--- src/rtl/hazard_pkg.sv ---
`default_nettype none
// ============================================================================
// Module      : hazard_pkg
// Description : Shared encodings for the hazard / forwarding unit.
//               Operand-select codes and the hard-wired zero register index.
// Revision    : 1.0 - initial release
// ============================================================================
package hazard_pkg;

    // Operand source select codes
    localparam logic [1:0] FWD_RF  = 2'b00;
    localparam logic [1:0] FWD_EX  = 2'b01;
    localparam logic [1:0] FWD_MEM = 2'b10;
    localparam logic [1:0] FWD_WB  = 2'b11;

    // Architectural zero register; writes to it are discarded, so never forward
    localparam int REG_ZERO = 0;

endpackage : hazard_pkg
`default_nettype wire

--- src/rtl/fwd_sel.sv ---
`default_nettype none
// ============================================================================
// Module      : fwd_sel
// Description : Per-operand forwarding priority selector (EX > MEM > WB > RF).
//               Purely combinational.
// Revision    : 1.0 - initial release
// ============================================================================
module fwd_sel
    import hazard_pkg::*;
#(
    parameter int REG_W = 5
) (
    input  logic [REG_W-1:0] src,
    input  logic             use_src,
    input  logic [REG_W-1:0] ex_rd,
    input  logic             ex_le,
    input  logic [REG_W-1:0] mem_rd,
    input  logic             mem_le,
    input  logic [REG_W-1:0] wb_rd,
    input  logic             wb_le,
    output logic [1:0]       sel
);

    logic w_live;
    logic w_hit_ex;
    logic w_hit_mem;
    logic w_hit_wb;

    // A source is only eligible if it is really read and is not the zero register
    assign w_live    = use_src && (src != REG_W'(REG_ZERO));
    assign w_hit_ex  = w_live && ex_le  && (ex_rd  == src);
    assign w_hit_mem = w_live && mem_le && (mem_rd == src);
    assign w_hit_wb  = w_live && wb_le  && (wb_rd  == src);

    // Youngest producer wins
    always_comb begin
        sel = FWD_RF;
        if (w_hit_ex)
            sel = FWD_EX;
        else if (w_hit_mem)
            sel = FWD_MEM;
        else if (w_hit_wb)
            sel = FWD_WB;
    end

endmodule : fwd_sel
`default_nettype wire

--- src/rtl/hazard_fwd_unit.sv ---
`default_nettype none
// ============================================================================
// Module      : hazard_fwd_unit
// Description : Operand forwarding and load-use stall control sitting after
//               the ID/EX register. Tracks EX->MEM->WB destinations in a
//               private shadow pipeline. Optional statistics counters are
//               built when HAZ_STATS_EN is defined.
// Revision    : 1.0 - initial release
// ============================================================================
module hazard_fwd_unit
    import hazard_pkg::*;
#(
    parameter int REG_W            = 5,
    parameter int MAX_CONSEC_STALL = 2,
    parameter int STAT_W           = 32
) (
    input  logic              clk,
    input  logic              reset,
    input  logic [REG_W-1:0]  rs1_id,
    input  logic [REG_W-1:0]  rs2_id,
    input  logic [REG_W-1:0]  rs3_id,
    input  logic              use_rs1_id,
    input  logic              use_rs2_id,
    input  logic              use_rs3_id,
    input  logic [REG_W-1:0]  rd_ex,
    input  logic              rf_le_ex,
    input  logic              l_ex,
    output logic [1:0]        fwd_a,
    output logic [1:0]        fwd_b,
    output logic [1:0]        fwd_c,
    output logic              pc_le,
    output logic              ifid_le,
    output logic              idex_flush,
    output logic              hazard_err,
    output logic [STAT_W-1:0] stall_total,
    output logic [STAT_W-1:0] fwd_total
);

    localparam int                CNT_W   = $clog2(MAX_CONSEC_STALL + 1);
    localparam logic [CNT_W-1:0]  CNT_MAX = CNT_W'(MAX_CONSEC_STALL);

    logic [REG_W-1:0] r_mem_rd;
    logic             r_mem_le;
    logic [REG_W-1:0] r_wb_rd;
    logic             r_wb_le;
    logic [CNT_W-1:0] r_stall_cnt;
    logic             r_hazard_err;

    logic [1:0]       w_sel_a;
    logic [1:0]       w_sel_b;
    logic [1:0]       w_sel_c;
    logic             w_src_hit;
    logic             w_lu;

    // Shadow of the EX->MEM->WB destination path; never stalls
    always_ff @(posedge clk) begin
        if (reset) begin
            r_mem_rd <= '0;
            r_mem_le <= 1'b0;
            r_wb_rd  <= '0;
            r_wb_le  <= 1'b0;
        end else begin
            r_mem_rd <= rd_ex;
            r_mem_le <= rf_le_ex;
            r_wb_rd  <= r_mem_rd;
            r_wb_le  <= r_mem_le;
        end
    end

    fwd_sel #(.REG_W(REG_W)) u_fwd_sel_a (
        .src(rs1_id), .use_src(use_rs1_id),
        .ex_rd(rd_ex), .ex_le(rf_le_ex),
        .mem_rd(r_mem_rd), .mem_le(r_mem_le),
        .wb_rd(r_wb_rd), .wb_le(r_wb_le),
        .sel(w_sel_a)
    );

    fwd_sel #(.REG_W(REG_W)) u_fwd_sel_b (
        .src(rs2_id), .use_src(use_rs2_id),
        .ex_rd(rd_ex), .ex_le(rf_le_ex),
        .mem_rd(r_mem_rd), .mem_le(r_mem_le),
        .wb_rd(r_wb_rd), .wb_le(r_wb_le),
        .sel(w_sel_b)
    );

    fwd_sel #(.REG_W(REG_W)) u_fwd_sel_c (
        .src(rs3_id), .use_src(use_rs3_id),
        .ex_rd(rd_ex), .ex_le(rf_le_ex),
        .mem_rd(r_mem_rd), .mem_le(r_mem_le),
        .wb_rd(r_wb_rd), .wb_le(r_wb_le),
        .sel(w_sel_c)
    );

    // Load in EX whose destination is read in ID: data not ready until MEM
    assign w_src_hit = (use_rs1_id && (rs1_id == rd_ex)) ||
                       (use_rs2_id && (rs2_id == rd_ex)) ||
                       (use_rs3_id && (rs3_id == rd_ex));
    assign w_lu      = l_ex && rf_le_ex && (rd_ex != REG_W'(REG_ZERO)) && w_src_hit;

    // Stall/forward outputs; a load-use stall masks every forward select
    always_comb begin
        fwd_a      = FWD_RF;
        fwd_b      = FWD_RF;
        fwd_c      = FWD_RF;
        pc_le      = 1'b1;
        ifid_le    = 1'b1;
        idex_flush = 1'b0;
        if (!reset) begin
            if (w_lu) begin
                pc_le      = 1'b0;
                ifid_le    = 1'b0;
                idex_flush = 1'b1;
            end else begin
                fwd_a = w_sel_a;
                fwd_b = w_sel_b;
                fwd_c = w_sel_c;
            end
        end
    end

    // Back-to-back stalls mean ID/EX did not take the bubble; latch an error
    always_ff @(posedge clk) begin
        if (reset) begin
            r_stall_cnt  <= '0;
            r_hazard_err <= 1'b0;
        end else begin
            if (!w_lu)
                r_stall_cnt <= '0;
            else if (r_stall_cnt != CNT_MAX)
                r_stall_cnt <= r_stall_cnt + CNT_W'(1);
            r_hazard_err <= r_hazard_err || (r_stall_cnt == CNT_MAX);
        end
    end

    assign hazard_err = r_hazard_err;

`ifdef HAZ_STATS_EN
    logic [STAT_W-1:0] r_stall_total;
    logic [STAT_W-1:0] r_fwd_total;
    logic              w_fwd_any;

    assign w_fwd_any = (fwd_a != FWD_RF) || (fwd_b != FWD_RF) || (fwd_c != FWD_RF);

    // Free-running wrap-around statistics
    always_ff @(posedge clk) begin
        if (reset) begin
            r_stall_total <= '0;
            r_fwd_total   <= '0;
        end else begin
            if (w_lu)
                r_stall_total <= r_stall_total + STAT_W'(1);
            if (w_fwd_any)
                r_fwd_total <= r_fwd_total + STAT_W'(1);
        end
    end

    assign stall_total = r_stall_total;
    assign fwd_total   = r_fwd_total;
`else
    assign stall_total = '0;
    assign fwd_total   = '0;
`endif

endmodule : hazard_fwd_unit
`default_nettype wire

--- config.mk ---
export PLATFORM = sky130hd
export DESIGN_NAME = hazard_fwd_unit
export DESIGN_NICKNAME = d
export VERILOG_FILES = /design/src/rtl/hazard_pkg.sv /design/src/rtl/fwd_sel.sv /design/src/rtl/hazard_fwd_unit.sv
export SDC_FILE = /design/constraint.sdc
export NUM_CORES = 1
export LEC_CHECK = 0
export ABC_AREA = 0
export BUFFER_PORTS_ARGS = -buffer_cell sky130_fd_sc_hd__buf_4
export CAP_MARGIN = 25
export CORE_MARGIN = 10
export CORE_UTILIZATION = 25
export CTS_CLUSTER_DIAMETER = 200
export DETAILED_ROUTE_END_ITERATION = 16
export PLACE_DENSITY = 0.59
export REMOVE_ABC_BUFFERS = 1
export SYNTH_ARGS = -nofsm -noshare
export SYNTH_HDL_FRONTEND = slang
export SYNTH_SLANG_ARGS = --single-unit
--- constraint.sdc ---
create_clock -name clk -period 6.2 [get_ports clk]
set_input_delay 1.24 -clock clk [delete_from_list [all_inputs] [get_ports clk]]
set_output_delay 1.24 -clock clk [all_outputs]
set_load 0.01 [all_outputs]
==> results of run 1 <==
==> state kept, by name (all words and copies together), names as in the netlist <==
register     flops
r_mem_le         1
hazard_err       1
r_mem_rd         5
r_wb_le          1
r_stall_cnt      2
r_wb_rd          5
==> final cells by class <==
| class | count | area [um^2] |
|---|---|---|
| clock buffer | 4 | 45.0 |
| fill | 692 | 4580 |
| inverter | 4 | 15.0 |
| multi-input combinational | 182 | 1080 |
| sequential | 15 | 300 |
| tap | 77 | 96.3 |
| timing repair buffer | 36 | 270 |
==> logic make-up (layout without fill, tap and decap cells) <==
group	count (synthesis)	after routing
xor gates and xnor gates	46	46
DFF	15	15
buffers and inverters	71	44
other	1	64
AOI/OAI and AO/OA	17	17
and+or+nand+nor	54	54
adders and majority gates	1	1
==> per-layer routing <==
metal  track usage  routed length (um)  up-vias  part of all wire
li1              -                   -      628                 -
met1         0.107                1850      596              0.40
met2         0.137                2080       89              0.45
met3        0.0279                 656        6              0.14
met4        0.0343                  72        0             0.015
met5             0                   0        -                 0
==> through the flow <==
stage          worst slack, ns   util  total power, W  hold WS [ns]  cell area (um^2)
6_report                  1.96  0.283        0.000268         0.479              1810
5_1_grt                   1.80  0.283        0.000287         0.555              1810
4_1_cts                   1.93  0.283        0.000268         0.488              1810
3_5_place_dp              1.93  0.276        0.000189         0.477              1760
3_3_place_gp              1.91  0.276        0.000188         0.457              1760
2_1_floorplan             2.26      -        0.000156         0.463              1400
==> placed cells by master (no fill, tap or decap), drive strengths merged <==
master / count
o32ai: 1
ha: 1
or4: 3
and3: 3
nor3: 2
nor2b: 12
a311oi: 3
buf: 36
dfxtp: 15
o211ai: 1
and4: 3
nand2: 3
a21oi: 5
o21a: 2
nand4: 3
xnor2: 21
o21ai: 1
inv: 4
nor2: 14
a211o: 1
clkbuf: 4
nand3: 5
a32oi: 3
xor2: 25
conb: 64
nor4: 6
==> cell usage after synthesis, drive strengths merged (3+ instances only) <==
cell type,count
nor2b,12
a32oi,3
or4,3
and3,3
xor2,25
and4,3
inv,4
nor4,6
a311oi,3
dfxtp,15
nor2,14
nand4,3
nand3,5
nand2,3
buf,65
a21oi,5
xnor2,21
==> worst min-delay path by stage <==
stage | from | to | slack, ns | depth (start not counted)
after CTS | hazard_err$_SDFF_PP0_ | hazard_err$_SDFF_PP0_ | 0.49 | 2
after detailed placement | hazard_err$_SDFF_PP0_ | hazard_err$_SDFF_PP0_ | 0.48 | 2
final | hazard_err$_SDFF_PP0_ | hazard_err$_SDFF_PP0_ | 0.48 | 2
after floorplan | r_stall_cnt[1]$_SDFFE_PP0N_ | r_stall_cnt[1]$_SDFFE_PP0N_ | 0.46 | 2
after global placement | hazard_err$_SDFF_PP0_ | hazard_err$_SDFF_PP0_ | 0.46 | 2
after global routing | hazard_err$_SDFF_PP0_ | hazard_err$_SDFF_PP0_ | 0.55 | 2
==> tightest hold or removal path, stage by stage, from the launching register on <==
cell and delay (ns):
dfxtp_1 0.31, nor2_1 0.08, nor2_1 0.04
==> report_power, final <==
group / total [W] / switching, W / internal [W]
Combinational: 0.0000841 / 0.0000521 / 0.0000321
Clock: 0.0000779 / 0.0000325 / 0.0000454
Sequential: 0.000105 / 0.00000529 / 0.000100
Total: 0.000268 / 0.0000898 / 0.000178
==> results.sh, run 1 <==
export IMPL_status="finished, final reports clean"
export IMPL_relSlewSlack=0.621
export IMPL_synth_cell_types=27
export IMPL_start_kind="input port"
export IMPL_max_cap_viol_count=0
export IMPL_drt_initial_drc_count=87
export IMPL_clkTransAtPathRegs_ns=0.06
export IMPL_n_antenna_cell=0
export IMPL_htree_num_levels=1
export IMPL_cts_root_buf="clkbuf_8"
export IMPL_period_share=0.684
export IMPL_power_leakage_nw=0.861
export IMPL_synthXorXnorAreaFrac=0.243
export IMPL_synthAdderAreaFrac=0.00756
export IMPL_via_per_inst=4.15
export IMPL_cp_buffers_inverters=2
export IMPL_setup_viol=0
export IMPL_crit_end="fwd_a[1]"
export IMPL_area_growth_pct=9.22
export IMPL_dp_cells=314
export IMPL_grt_max_degree=16
export IMPL_initial_core_util=0.259
export IMPL_ys_ff_latch=15
export IMPL_end_kind="output port"
export IMPL_die_h_um=101
export IMPL_r2r_end="r_stall_cnt[1]$_SDFFE_PP0N_"
export IMPL_finalHoldViolations=0
export IMPL_fin_skew_ns=0.000258
export IMPL_port_buffers=36
export IMPL_clock_latency_ns=0.24
export IMPL_synthTopCellsByArea="buf_4 29%, dfxtp_1 18%, xor2_1 13%, xnor2_1 11%, nor2b_1 4.5%"
export IMPL_hold_class="flop to flop"
export IMPL_synthArstFlopShare=0
export IMPL_cts_buffers_inserted=3
export IMPL_yosys_area_share_simple=0.180
export IMPL_synth_flop_cell="dfxtp_1"
export IMPL_io_pins=101
export IMPL_nNetsFinal=270
export IMPL_synthMuxAreaShare=0
export IMPL_first_pass_iters=4
export IMPL_critPathKind="input port to output port"
export IMPL_synth_top_area_share=0.295
export IMPL_synth_top_family_by_area="buffers and inverters"
export IMPL_cpMostUsedCell="buf_4"
export IMPL_slew_viol_final=0
export IMPL_die_w_um=101
export IMPL_holdBufCountCts=0
export IMPL_peakVddDrop_uv=71.6
export IMPL_first_global_vias=1353
export IMPL_overflow=0
export IMPL_required_ns=4.96
export IMPL_setup_worst_path_start="rd_ex[1]"
export IMPL_drive_gt1_frac=0.170
export IMPL_fmaxAchievable_mhz=236
export IMPL_post_cts_repair_setup_buffers=0
export IMPL_wl_per_cell_um=14.6
export IMPL_crit_fanout=6
export IMPL_path_delay_family="compound AO/OA/AOI/OAI gates"
export IMPL_synthCells=205
export IMPL_route_detailed_drc=0
export IMPL_max_stage_delay_ns=0.53
export IMPL_cts_buffer_depth=2
export IMPL_ff2ff_setup_slack_ns=5.21
export IMPL_clock_sinks=15
export IMPL_slowest_stage="or4_1"
export IMPL_core_mm2=0.00639
export IMPL_wl_um=4660
export IMPL_synth_top_area_cell="buf_4"
export IMPL_die_area_mm2=0.0103
export IMPL_crit_chain="buf_4 -> or4_1 -> o211ai_2 -> nor3_1 -> a211o_1 -> a311oi_1 -> buf_4"
export IMPL_synth_area_mm2=0.00166
export IMPL_dpl_hpwl_um=4050
export IMPL_synth_seq_area_share=0.181
export IMPL_globalRouteTotalUtil=0.0869
export IMPL_reg2reg_from="r_stall_cnt[0]$_SDFFE_PP0N_"
export IMPL_vias=1319
export IMPL_antenna_found_initial=0
export IMPL_synth_compound_area_frac=0.0771
export IMPL_grt_pass1_wl_um=7180
export IMPL_detail_route_antenna_nets=0
export IMPL_crit_cells=7
export IMPL_reg2regPathDepth=5
export IMPL_rsz0062_at_grt="false"
export IMPL_place_congestion=0.865
export IMPL_yosysWarnings=0
export IMPL_p_per_area_mw_per_mm2=148
export IMPL_period_needed_ns=4.24
export IMPL_rows=29
export IMPL_worstPathArrival_ns=3.00
export IMPL_avgSynthCellArea_um2=8.07
export IMPL_tightest_slew_ns=0.563
export IMPL_synth_edf_count=0
export IMPL_cts_tree="yes"
export IMPL_final_cells=318
export IMPL_post_cts_resize_count=0
export IMPL_totalNegativeSetupSlack_ns=0
(Power assumes the default switching activity.)
==> run 2, diff against run 1 <==
==> constraint.sdc (replaced) <==
create_clock -name clk -period 4.22 [get_ports clk]
set_input_delay 0.844 -clock clk [delete_from_list [all_inputs] [get_ports clk]]
set_output_delay 0.844 -clock clk [all_outputs]
set_load 0.01 [all_outputs]
==> run 2 against run 1 <==
Net effect: sequential cell count did not move; final cell count did not move; via count did not move; wire length barely moved; sequential power rose by 48%; critical endpoint unchanged; global-route usage fell by 0.096 points; non-clock buffer count did not move; first-iteration DRC count fell by 43%; highest routed layer unchanged.
==> results.sh, run 2 (synthesis gave the netlist of run 1 again) <==
export IMPL_hold_class="flop to flop"
export IMPL_die_h_um=101
export IMPL_globalRouteTotalUtil=0.0859
export IMPL_m1WireLength_um=1900
export IMPL_status="finished, final reports clean"
export IMPL_first_pass_iters=6
export IMPL_slowest_stage="or4_1"
export IMPL_core_mm2=0.00639
export IMPL_io_pins=101
export IMPL_reg_largest_list="r_mem_rd: 5 flops, r_wb_rd: 5 flops, r_stall_cnt: 2 flops"
export IMPL_rows=29
export IMPL_required_ns=3.38
export IMPL_cts_buffer_depth=2
export IMPL_drt_initial_drc_count=50
export IMPL_period_needed_ns=3.46
export IMPL_place_congestion=0.865
export IMPL_grt_max_degree=16
export IMPL_overflow=0
export IMPL_dr_max_layer_used="met4"
export IMPL_die_w_um=101
export IMPL_final_common_cell="conb_1"
export IMPL_power_frac_comb=0.315
export IMPL_setup_viol=0
export IMPL_path_delay_family="compound AO/OA/AOI/OAI gates"
export IMPL_nNetsFinal=270
export IMPL_first_global_vias=1373
export IMPL_utilization=0.283
export IMPL_totalNegativeSetupSlack_ns=0
export IMPL_cts_root_buf="clkbuf_8"
export IMPL_critPathKind="input port to output port"
export IMPL_wl_met2_um=2070
export IMPL_clock_latency_ns=0.24
export IMPL_post_cts_repair_setup_buffers=0
export IMPL_dpl_hpwl_um=4030
export IMPL_cts_buffers_inserted=3
export IMPL_n_antenna_cell=0
export IMPL_switching_share=0.335
export IMPL_holdBufCountCts=0
export IMPL_area_growth_pct=9.22
export IMPL_period_share=0.819
export IMPL_cp_buffers_inverters=2
export IMPL_tightest_slew_ns=0.582
export IMPL_relSlewSlack=0.608
export IMPL_power_frac_clock=0.290
export IMPL_p_switching_w=0.000132
export IMPL_crit_fanout=6
export IMPL_met3WireLength_um=623
export IMPL_finalHoldViolations=0
export IMPL_clock_sinks=15
export IMPL_rsz0062_at_grt="false"
export IMPL_fin_skew_ns=0.000593
export IMPL_die_area_mm2=0.0103
export IMPL_seq_area_um2=300
export IMPL_vias=1319
export IMPL_cpMostUsedCell="buf_4"
export IMPL_max_cap_viol_count=0
export IMPL_worstPathArrival_ns=2.61
export IMPL_slew_viol_final=0
export IMPL_grt_pass1_wl_um=7190
export IMPL_detail_route_antenna_nets=0
export IMPL_peakVddDrop_uv=105
export IMPL_power_leakage_nw=0.861
export IMPL_clkTransAtPathRegs_ns=0.06
export IMPL_start_kind="input port"
export IMPL_p_per_area_mw_per_mm2=217
export IMPL_antenna_found_initial=0
export IMPL_sequentialPowerShare=0.395
export IMPL_port_buffers=36
export IMPL_initial_core_util=0.259
export IMPL_route_detailed_drc=0
export IMPL_cts_tree="yes"
export IMPL_end_kind="output port"
export IMPL_p_int_w=0.000261
export IMPL_via_per_inst=4.15
export IMPL_wl_per_cell_um=14.6
export IMPL_htree_num_levels=1
export IMPL_wl_um=4660
export IMPL_multiInputGateArea_mm2=0.00108
export IMPL_max_stage_delay_ns=0.54
export IMPL_n_fill_cell=694
export IMPL_final_cell_mix="64 x conb_1, 36 x buf_4, 25 x xor2_1"
export IMPL_post_cts_resize_count=0
export IMPL_crit_chain="buf_4 -> or4_1 -> o211ai_2 -> nor3_1 -> a211o_1 -> a311oi_1 -> buf_4"
export IMPL_fmaxAchievable_mhz=289
export IMPL_drive_gt1_frac=0.170
run 2: final timing paths:
check                         startpoint                     endpoint  slack (ns)  depth (start not counted)
min                hazard_err$_SDFF_PP0_        hazard_err$_SDFF_PP0_        0.48                          2
max reg2reg  r_stall_cnt[0]$_SDFFE_PP0N_  r_stall_cnt[1]$_SDFFE_PP0N_        3.23                          5
max                             rd_ex[1]                     fwd_a[1]        0.76                          7
min reg2reg        hazard_err$_SDFF_PP0_        hazard_err$_SDFF_PP0_        0.48                          2
run 2: metrics by stage:
step	worst slack [ns]	power (W)	instances	hold slack [ns]	cell area [um^2]
finish	0.764	0.000393	318	0.480	1810
global placement	0.726	0.000276	314	0.457	1760
detailed placement	0.740	0.000277	314	0.477	1760
floorplan	1.07	0.000229	201	0.463	1400
CTS	0.737	0.000391	318	0.487	1810
global route	0.613	0.000420	318	0.555	1810
run 2: final cells by class:
class / instances / area share
multi-input combinational: 182 / 0.598
sequential: 15 / 0.166
timing repair buffer: 36 / 0.149
tap: 77 / 0.0533
clock buffer: 4 / 0.0249
inverter: 4 / 0.00830
run 2: power by group through the flow:
stage	combinational, W	sequential (W)	clock [W]
floorplan	0.0000732	0.000156	0
global placement	0.000118	0.000158	0
detailed placement	0.000120	0.000158	0
CTS	0.000120	0.000155	0.000116
global route	0.000138	0.000156	0.000126
finish	0.000124	0.000155	0.000114
run 2: worst min-delay path, delay by kind of cell, from the launching register on:
| family | cells | cell delay (ns) |
|---|---|---|
| simple gates | 2 | 0.12 |
| flops | 1 | 0.31 |
run 2: routing by layer:
layer / GRT usage / vias up
met5: 0 / -
met4: 0.0225 / 0
met3: 0.0293 / 6
met2: 0.139 / 83
met1: 0.106 / 602
li1: - / 628
==> run 3, diff against run 2 <==
--- a/config.mk
+++ b/config.mk
@@ -5,14 +5,14 @@
 export SDC_FILE = /design/constraint.sdc
 export NUM_CORES = 1
 export LEC_CHECK = 0
-export ABC_AREA = 0
+export ABC_AREA = 1
 export BUFFER_PORTS_ARGS = -buffer_cell sky130_fd_sc_hd__buf_4
 export CAP_MARGIN = 25
 export CORE_MARGIN = 10
 export CORE_UTILIZATION = 25
 export CTS_CLUSTER_DIAMETER = 200
 export DETAILED_ROUTE_END_ITERATION = 16
-export PLACE_DENSITY = 0.59
+export PLACE_DENSITY = 0.58
 export REMOVE_ABC_BUFFERS = 1
 export SYNTH_ARGS = -nofsm -noshare
 export SYNTH_HDL_FRONTEND = slang
==> constraint.sdc (replaced) <==
create_clock -name clk -period 3.5 [get_ports clk]
set_input_delay 0.7 -clock clk [delete_from_list [all_inputs] [get_ports clk]]
set_output_delay 0.7 -clock clk [all_outputs]
set_load 0.01 [all_outputs]
==> run 3 against run 2 <==
Net effect: design area is 9.5% higher; sequential share of layout area fell by 1.4 points; non-clock buffer count did not move; global-route usage grew 0.99 points; clock power increased by 27%; utilization up 0.35 points; first-iteration DRC count increased by 140%; largest cell class unchanged; largest power group unchanged; highest routed layer unchanged.
==> results.sh, run 3 <==
export IMPL_rsz0062_at_grt="false"
export IMPL_yosys_area_share_simple=0.347
export IMPL_grt_max_degree=15
export IMPL_p_int_w=0.000311
export IMPL_fin_skew_ns=0.000309
export IMPL_status="finished, final reports clean"
export IMPL_synthArstFlopShare=0
export IMPL_synth_top_family_by_area="buffers and inverters"
export IMPL_detail_route_antenna_nets=0
export IMPL_synth_top_area_share=0.270
export IMPL_hp_start="hazard_err$_SDFF_PP0_"
export IMPL_end_kind="output port"
export IMPL_die_w_um=105
export IMPL_power_leakage_nw=1.05
export IMPL_synth_most_common_cell="nand2_1"
export IMPL_place_congestion=0.892
export IMPL_avgSynthCellArea_um2=6.07
export IMPL_core_mm2=0.00691
export IMPL_totalNegativeSetupSlack_ns=0
export IMPL_synth_top_area_cell="buf_4"
export IMPL_hold_depth=2
export IMPL_reg2reg_from="r_stall_cnt[0]$_SDFFE_PP0N_"
export IMPL_critPathKind="input port to output port"
export IMPL_die_area_mm2=0.0110
export IMPL_peakVddDrop_uv=103
export IMPL_synthMuxAreaShare=0
export IMPL_n_fill_cell=810
export IMPL_nNetsFinal=362
export IMPL_synth_area_mm2=0.00180
export IMPL_p_per_area_mw_per_mm2=248
export IMPL_vias=1647
export IMPL_cts_buffer_depth=2
export IMPL_synth_cell_types=21
export IMPL_globalRouteTotalUtil=0.0958
export IMPL_switching_share=0.366
export IMPL_slew_viol_final=0
export IMPL_sequentialPowerShare=0.376
export IMPL_min_to="hazard_err$_SDFF_PP0_"
export IMPL_hold_class="flop to flop"
export IMPL_grt_pass1_wl_um=8800
export IMPL_slowest_stage="o211ai_1"
export IMPL_power_frac_clock=0.294
export IMPL_cp_buffers_inverters=4
export IMPL_area_growth_pct=9.71
export IMPL_start_kind="input port"
export IMPL_required_ns=2.80
export IMPL_overflow=0
export IMPL_antenna_found_initial=0
export IMPL_synthTopCellsByArea="buf_4 27%, dfxtp_1 17%, nand2_1 15%, nor2_1 8.1%, inv_1 6.9%"
export IMPL_cts_root_buf="clkbuf_8"
export IMPL_post_cts_repair_setup_buffers=0
export IMPL_dpl_hpwl_um=4770
export IMPL_rows=30
export IMPL_path_delay_family="simple AND/OR/NAND/NOR gates"
export IMPL_crit_fanout=6
export IMPL_route_detailed_drc=0
export IMPL_clock_sinks=15
export IMPL_via_per_inst=3.84
export IMPL_synth_flop_cell="dfxtp_1"
export IMPL_cts_tree="yes"
export IMPL_final_common_cell="nand2_1"
export IMPL_post_cts_resize_count=0
export IMPL_htree_num_levels=1
export IMPL_drt_initial_drc_count=120
export IMPL_ys_ff_latch=15
export IMPL_power_frac_comb=0.330
export IMPL_final_cell_mix="73 x nand2_1, 64 x conb_1, 39 x nor2_1"
export IMPL_reg2regPathDepth=5
export IMPL_ff2ff_setup_slack_ns=2.55
export IMPL_initial_core_util=0.261
export IMPL_first_pass_iters=4
export IMPL_die_h_um=105
export IMPL_p_switching_w=0.000180
export IMPL_setup_viol=0
export IMPL_utilization=0.287
export IMPL_synth_compound_area_frac=0.0430
export IMPL_synth_edf_count=0
export IMPL_synthXorXnorAreaFrac=0.0825
export IMPL_yosys_top_cells_count="73 x nand2_1, 65 x buf_4, 39 x nor2_1, 33 x inv_1, 15 x dfxtp_1"
export IMPL_io_pins=101
export IMPL_first_global_vias=1802
export IMPL_cts_buffers_inserted=3
export IMPL_reg_largest_list="r_mem_rd: 5 flops, r_wb_rd: 5 flops, r_stall_cnt: 2 flops"
export IMPL_n_antenna_cell=0
export IMPL_wl_um=5390
export IMPL_clkTransAtPathRegs_ns=0.06
export IMPL_holdBufCountCts=0
export IMPL_port_buffers=36
export IMPL_r2r_end="r_stall_cnt[1]$_SDFFE_PP0N_"
export IMPL_max_stage_delay_ns=0.19
export IMPL_crit_chain="buf_4 -> inv_1 -> nand4_1 -> o211ai_1 -> inv_1 -> nand2_1 -> nand2_2 -> nor2_1 -> buf_4"
export IMPL_worstPathArrival_ns=1.86
export IMPL_period_share=0.731
export IMPL_synthAdderAreaFrac=0.00693
export IMPL_synth_seq_area_share=0.166
export IMPL_fmaxAchievable_mhz=391
export IMPL_clock_latency_ns=0.25
export IMPL_max_cap_viol_count=0
export IMPL_finalHoldViolations=0
export IMPL_period_needed_ns=2.56
export IMPL_yosysWarnings=0
export IMPL_synthCells=297
export IMPL_wl_per_cell_um=12.6
export IMPL_drive_gt1_frac=0.153
run 3: cell count changes after synthesis, moves of 6 or more:
| cell | change |
|---|---|
| nand2_1 | +70 |
| inv_1 | +30 |
| nor2_1 | +25 |
| xor2_1 | -21 |
| nor2b_1 | -12 |
| nand4_1 | +10 |
| xnor2_1 | -8 |
| o21ai_0 | +7 |
| nand3_1 | +6 |
| nor4_1 | -6 |
run 3: cell families (layout without fill, tap and decap cells):
kind of cell / count (synthesis) / in the layout
flops: 15 / 15
fa+ha+maj: 1 / 1
simple gates: 144 / 144
xor+xnor: 17 / 17
other cells: 1 / 64
compound gates: 15 / 15
buf+inv: 104 / 77
run 3: how the worst max path moves through the flow:
stage / start / slack, ns / endpoint / depth (start not counted)
final: rd_ex[2] / 0.94 / fwd_b[1] / 9
after global routing: rs2_id[0] / 0.73 / fwd_c[1] / 11
after CTS: rd_ex[2] / 0.93 / fwd_c[1] / 9
after detailed placement: rd_ex[2] / 0.93 / fwd_c[1] / 9
after global placement: rd_ex[2] / 0.92 / fwd_c[0] / 9
after floorplan: rd_ex[2] / 1.34 / idex_flush / 8
run 3: worst register-to-register path, stage by stage, from the launching register on:
cell     delay, ns
dfxtp_1       0.35
inv_1         0.05
ha_1          0.26
nor2_1        0.03
a21oi_1       0.11
nor2_1        0.05
run 3: layout make-up:
cell class	instances	area, um^2	share of cell area
timing repair buffer	36	270	0.137
multi-input combinational	241	1100	0.558
clock buffer	4	45.0	0.0228
inverter	37	139	0.0702
tap	96	120	0.0607
sequential	15	300	0.152
run 3: power groups by stage:
stage,clock [W],combinational (W),sequential (W)
final,0.000145,0.000162,0.000185
after global routing,0.000156,0.000184,0.000186
after CTS,0.000147,0.000158,0.000185
after detailed placement,0,0.000158,0.000188
after global placement,0,0.000158,0.000189
after floorplan,0,0.0000991,0.000186
run 3: routing by layer:
layer  wire (um)  vias up  global-route usage
li1            -      856                   -
met1        2330      714               0.113
met2        2470       73               0.159
met3         547        4              0.0362
met4          39        0              0.0245
met5           0        -                   0
run 3: metrics by stage:
stage	instance area [um^2]	setup WS (ns)	instances	total power (W)	hold WS (ns)
final	1980	0.941	429	0.000491	0.470
after floorplan	1540	1.34	293	0.000286	0.431
after global placement	1930	0.916	425	0.000346	0.451
after detailed placement	1930	0.931	425	0.000346	0.459
after CTS	1980	0.928	429	0.000490	0.476
after global routing	1980	0.734	429	0.000527	0.528
